`config.mk`:
```
export PLATFORM = sky130hd
export DESIGN_NAME = wb_port_arbiter
export DESIGN_NICKNAME = d
export VERILOG_FILES = /design/src/rtl/wb_port_arbiter.sv
export SDC_FILE = /design/constraint.sdc
export NUM_CORES = 1
export LEC_CHECK = 0
export BUFFER_PORTS_ARGS = -buffer_cell sky130_fd_sc_hd__buf_2
export CAP_MARGIN = 20
export CORE_AREA = 8 8 187 100
export CTS_CLUSTER_DIAMETER = 50
export DETAILED_ROUTE_END_ITERATION = 8
export DIE_AREA = 0 0 195 108
export GPL_TIMING_DRIVEN = 0
export MAX_ROUTING_LAYER = met4
export PLACE_DENSITY_LB_ADDON = 0.05
export SLEW_MARGIN = 15
export SYNTH_ARGS = -nofsm -noshare
export SYNTH_HDL_FRONTEND = slang
export SYNTH_SLANG_ARGS = --single-unit
```
`constraint.sdc`:
```
create_clock -name clk -period 2.4 [get_ports clk]
set_input_delay 0.48 -clock clk [delete_from_list [all_inputs] [get_ports clk]]
set_output_delay 0.48 -clock clk [all_outputs]
set_load 0.005 [all_outputs]
```
`src/rtl/wb_port_arbiter.sv`:
```
`default_nettype none
// ============================================================================
// Module      : wb_port_arbiter
// Description : Shares the register-file write port between pipeline writeback
//               and a 2-entry FIFO of long-latency results, with anti-starvation.
// Revision    : 1.0 - initial release
// ============================================================================
module wb_port_arbiter #(
    parameter int XLEN       = 32,
    parameter int STARVE_MAX = 4
) (
    input  logic            clk,
    input  logic            rst_n,
    input  logic            pipe_valid,
    input  logic            pipe_fp,
    input  logic [4:0]      pipe_rd,
    input  logic [XLEN-1:0] pipe_data,
    output logic            pipe_stall,
    input  logic            lu_valid,
    output logic            lu_ready,
    input  logic            lu_fp,
    input  logic [4:0]      lu_rd,
    input  logic [XLEN-1:0] lu_data,
    output logic            wb_we_int,
    output logic            wb_we_fp,
    output logic [4:0]      wb_rd,
    output logic [XLEN-1:0] wb_data,
    output logic            lu_pending
);

    localparam logic [3:0] c_starve_max = 4'(STARVE_MAX);

    logic [1:0]      r_fifo_fp;
    logic [4:0]      r_fifo_rd   [0:1];
    logic [XLEN-1:0] r_fifo_data [0:1];
    logic            r_wr_ptr;
    logic            r_rd_ptr;
    logic [1:0]      r_count;
    logic [3:0]      r_starve_cnt;

    logic            r_wb_we_int;
    logic            r_wb_we_fp;
    logic [4:0]      r_wb_rd;
    logic [XLEN-1:0] r_wb_data;

    logic            w_empty;
    logic            w_full;
    logic            w_force;
    logic            w_push;
    logic            w_pop;
    logic            w_grant_pipe;
    logic            w_grant_fifo;
    logic            w_grant;
    logic            w_src_fp;
    logic [4:0]      w_src_rd;
    logic [XLEN-1:0] w_src_data;

    assign w_empty = (r_count == 2'd0);
    assign w_full  = (r_count == 2'd2);
    // Forcing depends only on registered state so pipe_stall has no input path.
    assign w_force = (r_starve_cnt == c_starve_max) && !w_empty;
    assign w_push  = lu_valid && !w_full;

    always_comb begin
        w_grant_pipe = 1'b0;
        w_grant_fifo = 1'b0;
        if (w_force) begin
            w_grant_fifo = 1'b1;
        end else if (pipe_valid) begin
            w_grant_pipe = 1'b1;
        end else if (!w_empty) begin
            w_grant_fifo = 1'b1;
        end
    end

    assign w_pop   = w_grant_fifo;
    assign w_grant = w_grant_pipe || w_grant_fifo;

    always_comb begin
        w_src_fp   = pipe_fp;
        w_src_rd   = pipe_rd;
        w_src_data = pipe_data;
        if (w_grant_fifo) begin
            w_src_fp   = r_fifo_fp[r_rd_ptr];
            w_src_rd   = r_fifo_rd[r_rd_ptr];
            w_src_data = r_fifo_data[r_rd_ptr];
        end
    end

    // Payload storage needs no reset: validity is carried by r_count alone.
    always_ff @(posedge clk) begin
        if (w_push) begin
            r_fifo_fp[r_wr_ptr]   <= lu_fp;
            r_fifo_rd[r_wr_ptr]   <= lu_rd;
            r_fifo_data[r_wr_ptr] <= lu_data;
        end
    end

    always_ff @(posedge clk or negedge rst_n) begin
        if (!rst_n) begin
            r_wr_ptr     <= 1'b0;
            r_rd_ptr     <= 1'b0;
            r_count      <= 2'd0;
            r_starve_cnt <= 4'd0;
            r_wb_we_int  <= 1'b0;
            r_wb_we_fp   <= 1'b0;
            r_wb_rd      <= 5'd0;
            r_wb_data    <= '0;
        end else begin
            if (w_push) begin
                r_wr_ptr <= ~r_wr_ptr;
            end
            if (w_pop) begin
                r_rd_ptr <= ~r_rd_ptr;
            end
            case ({w_push, w_pop})
                2'b10:   r_count <= r_count + 2'd1;
                2'b01:   r_count <= r_count - 2'd1;
                default: r_count <= r_count;
            endcase

            if (w_empty || w_pop) begin
                r_starve_cnt <= 4'd0;
            end else if (w_grant_pipe && (r_starve_cnt != c_starve_max)) begin
                r_starve_cnt <= r_starve_cnt + 4'd1;
            end

            // Writes to x0 still consume the grant but never raise an enable.
            r_wb_we_int <= w_grant && !w_src_fp && (w_src_rd != 5'd0);
            r_wb_we_fp  <= w_grant && w_src_fp;
            if (w_grant) begin
                r_wb_rd   <= w_src_rd;
                r_wb_data <= w_src_data;
            end
        end
    end

    assign pipe_stall = w_force;
    assign lu_ready   = !w_full;
    assign lu_pending = !w_empty;
    assign wb_we_int  = r_wb_we_int;
    assign wb_we_fp   = r_wb_we_fp;
    assign wb_rd      = r_wb_rd;
    assign wb_data    = r_wb_data;

endmodule
`default_nettype wire

```
==> flow_summary.yaml <==
power:
  power_mw: 7.24
  power_density_nw_per_um2: 1180
  static-leakage-power_nw: 2.57
  ir_drop_mv: 0.512
detailed_routing:
  remaining_drc_errors: 0
  wl_per_cell_um: 19.0
  vias_per_cell: 4.45
  drt_first_pass_iters: 4
  drtIter0Drc: 92
  ant_nets: 0
  vias: 2952
  drt-total-wl_um: 12600
placed_design:
  place_congestion: 0.739
  portBuffers: 121
  post-place-cells: 630
  placedInstanceArea_um2: 5640
  post-dp-hpwl_um: 8900
clocking:
  cts_resized: 0
  post_cts_buffers: 0
  path_clk_slew_ns: 0.05
  numCtsBuffers: 17
  clock_latency_ns: 0.40
  cts_buffer_depth: 2
  holdBufCountCts: 0
  cts_root_buf: "clkbuf_16"
  clkSinkCount: 123
  tritoncts: "built"
  htreeDepth: 4
global_route:
  grt_pass1_wl_um: 19400
  grt.overflow.total: 0
  grt_max_degree: 48
  grt.total_usage_pct: 12.7
  use_met3_pct: 4.28
  antenna_found_initial: 1
  grt_pass1_vias: 3322
  grt.met2_usage_pct: 16.7
  grtUsageMet1_pct: 17.9
  busiest_layer: "met1"
timing:
  setup_viol_count_final: 0
  worstMarginPinSlew_ns: 0.692
  period_share_pct: 77.7
  slew_headroom_pct: 53.9
  finalCriticalPeriod_ns: 1.87
  setup-tns-final_ns: 0
  final_hold_viol_count: 0
  max_freq_ghz: 0.536
  skew_ns: 0.00903
  rsz0062_at_grt: "no"
  drv_slew: 0
yosys:
  synth_largest_area_cell: "edfxtp_1"
  syn_area_um2: 4720
  synth_top_area_share_pct: 48.4
  yosysWarningCount: 0
  synth_area_per_cell_um2: 15.9
  synth_edf_count: 76
  ys_seq_area_share_pct: 73.3
  ys_ff_latch: 123
  syn_inst: 297
  ys_async_sr_fraction_pct: 38.2
  synth.net_count: 380
  synth_top_cells_by_area: "edfxtp_1 48%, dfrtp_1 25%, mux2i_1 7.9%"
  synth_flop_cell: "edfxtp_1"
  synth.distinct_cells: 31
worst_setup_path:
  crit_required_ns: 2.66
  cp-start-kind: "flop"
  startpoint: "r_starve_cnt[0]"
  crit_type: "reg -> reg"
  reg2reg_slack_ns: 0.53
  end_kind: "flop"
  slowest_delay_ns: 0.53
  rr_worst_depth: 6
  r2r_end: "wb_data[0]"
  critPathBufInv: 2
  path_delay_family: "buffers and inverters"
  path_max_fanout: 10
  crit_chain: "inv_1 -> ha_1 -> nand3b_4 -> a21o_1 -> clkbuf_1 -> o21ai_1"
  rr_startpoint: "r_starve_cnt[0]"
  critPathArrivalTime_ns: 2.12
  cp_slowest_cell: "clkbuf_1"
floorplanning:
  start_util_pct: 29.4
  ios: 122
  dieWidth_um: 195
  die_area_um2: 21100
  placementRows: 33
  core_um2: 16000
  die_y_um: 108
final_layout:
  nFillCells: 1559
  multi_input_area_um2: 1120
  final_common_cell: "buf_2"
  layout.nets: 522
  syn_to_final_growth_pct: 30.1
  register_area_um2: 3460
  final_area_um2: 6140
  drive_gt1_share_pct: 37.6
  final_cell_mix: "125 x buf_2, 76 x edfxtp_1, 47 x dfrtp_1"
  final_cells: 664
hold_path:
  hp-class: "in -> async"
status:
  status: "finished, final reports clean"
flow_run:
  cap_violations: 0
power breakdown:
group | leakage, nW | switching, mW | internal (mW)
clock network | 0.243 | 0.886 | 1.29
registers | 1.28 | 0.258 | 2.91
logic | 1.05 | 1.09 | 0.804
total | 2.57 | 2.24 | 5.00
metrics by stage:
stage | utilization, % | worst slack [ns] | hold slack [ns]
final | 38.3 | 0.535 | 0.123
after global routing | 38.3 | 0.424 | 0.167
after CTS | 38.3 | 0.514 | 0.141
after detailed placement | 35.2 | 0.537 | 0.478
after global placement | 34.9 | -0.601 | 0.476
after floorplan | - | 0.311 | 0.184
synthesized netlist by cell type (3+ instances only):
| cell | instances |
|---|---|
| dfrtp_1 | 47 |
| ha_1 | 3 |
| a22oi_1 | 36 |
| o21ai_1 | 30 |
| edfxtp_1 | 76 |
| buf_2 | 5 |
| buf_6 | 5 |
| inv_1 | 4 |
| nor2_1 | 14 |
| o21ai_0 | 4 |
| mux2i_1 | 37 |
| xnor2_1 | 5 |
| buf_4 | 4 |
logic make-up after synthesis:
| group | after synthesis | share of synthesized area (%) |
|---|---|---|
| xor+xnor | 7 | 1.30 |
| buf+inv | 23 | 3.16 |
| flops | 123 | 73.3 |
| mux | 38 | 8.09 |
| fa+ha+maj | 3 | 0.796 |
| simple gates | 26 | 2.79 |
| compound gates | 77 | 10.6 |
how the worst max path moves through the flow:
stage	endpoint	slack [ns]	cells past startpoint
6_report	wb_data[0]	0.53	6
4_1_cts	pipe_stall	0.51	5
5_1_grt	pipe_stall	0.42	5
3_3_place_gp	r_fifo_data[0][27]	-0.60	3
2_1_floorplan	r_fifo_data[0][0]	0.31	3
3_5_place_dp	r_fifo_data[0][27]	0.54	4
metal layers:
layer / vias to the layer above / wire [um] / part of all wire (%)
li1: 1420 / - / -
met5: - / 0 / 0
met4: 0 / 129 / 1.0
met2: 92 / 5070 / 40
met1: 1426 / 6660 / 53
met3: 14 / 751 / 6.0
area by class of cell:
cell class,instances,area share (%)
inverters,6,0.367
well taps,210,4.28
multi-input cells,151,18.2
clock inverters,11,0.917
plain buffers,17,2.06
clock buffers,21,7.17
repair buffers,123,10.6
diodes,2,0.0815
flip-flops and latches,123,56.3
flip-flops by register name, summed over array words and instances, names as in the netlist:
register and count:
r_wr_ptr 1, r_fifo_data 64, wb_we_fp 1, r_fifo_fp 2, r_count 2, wb_we_int 1, wb_rd 5, r_fifo_rd 10
r_starve_cnt 4, wb_data 32, r_rd_ptr 1
(Power assumes the default switching activity.)
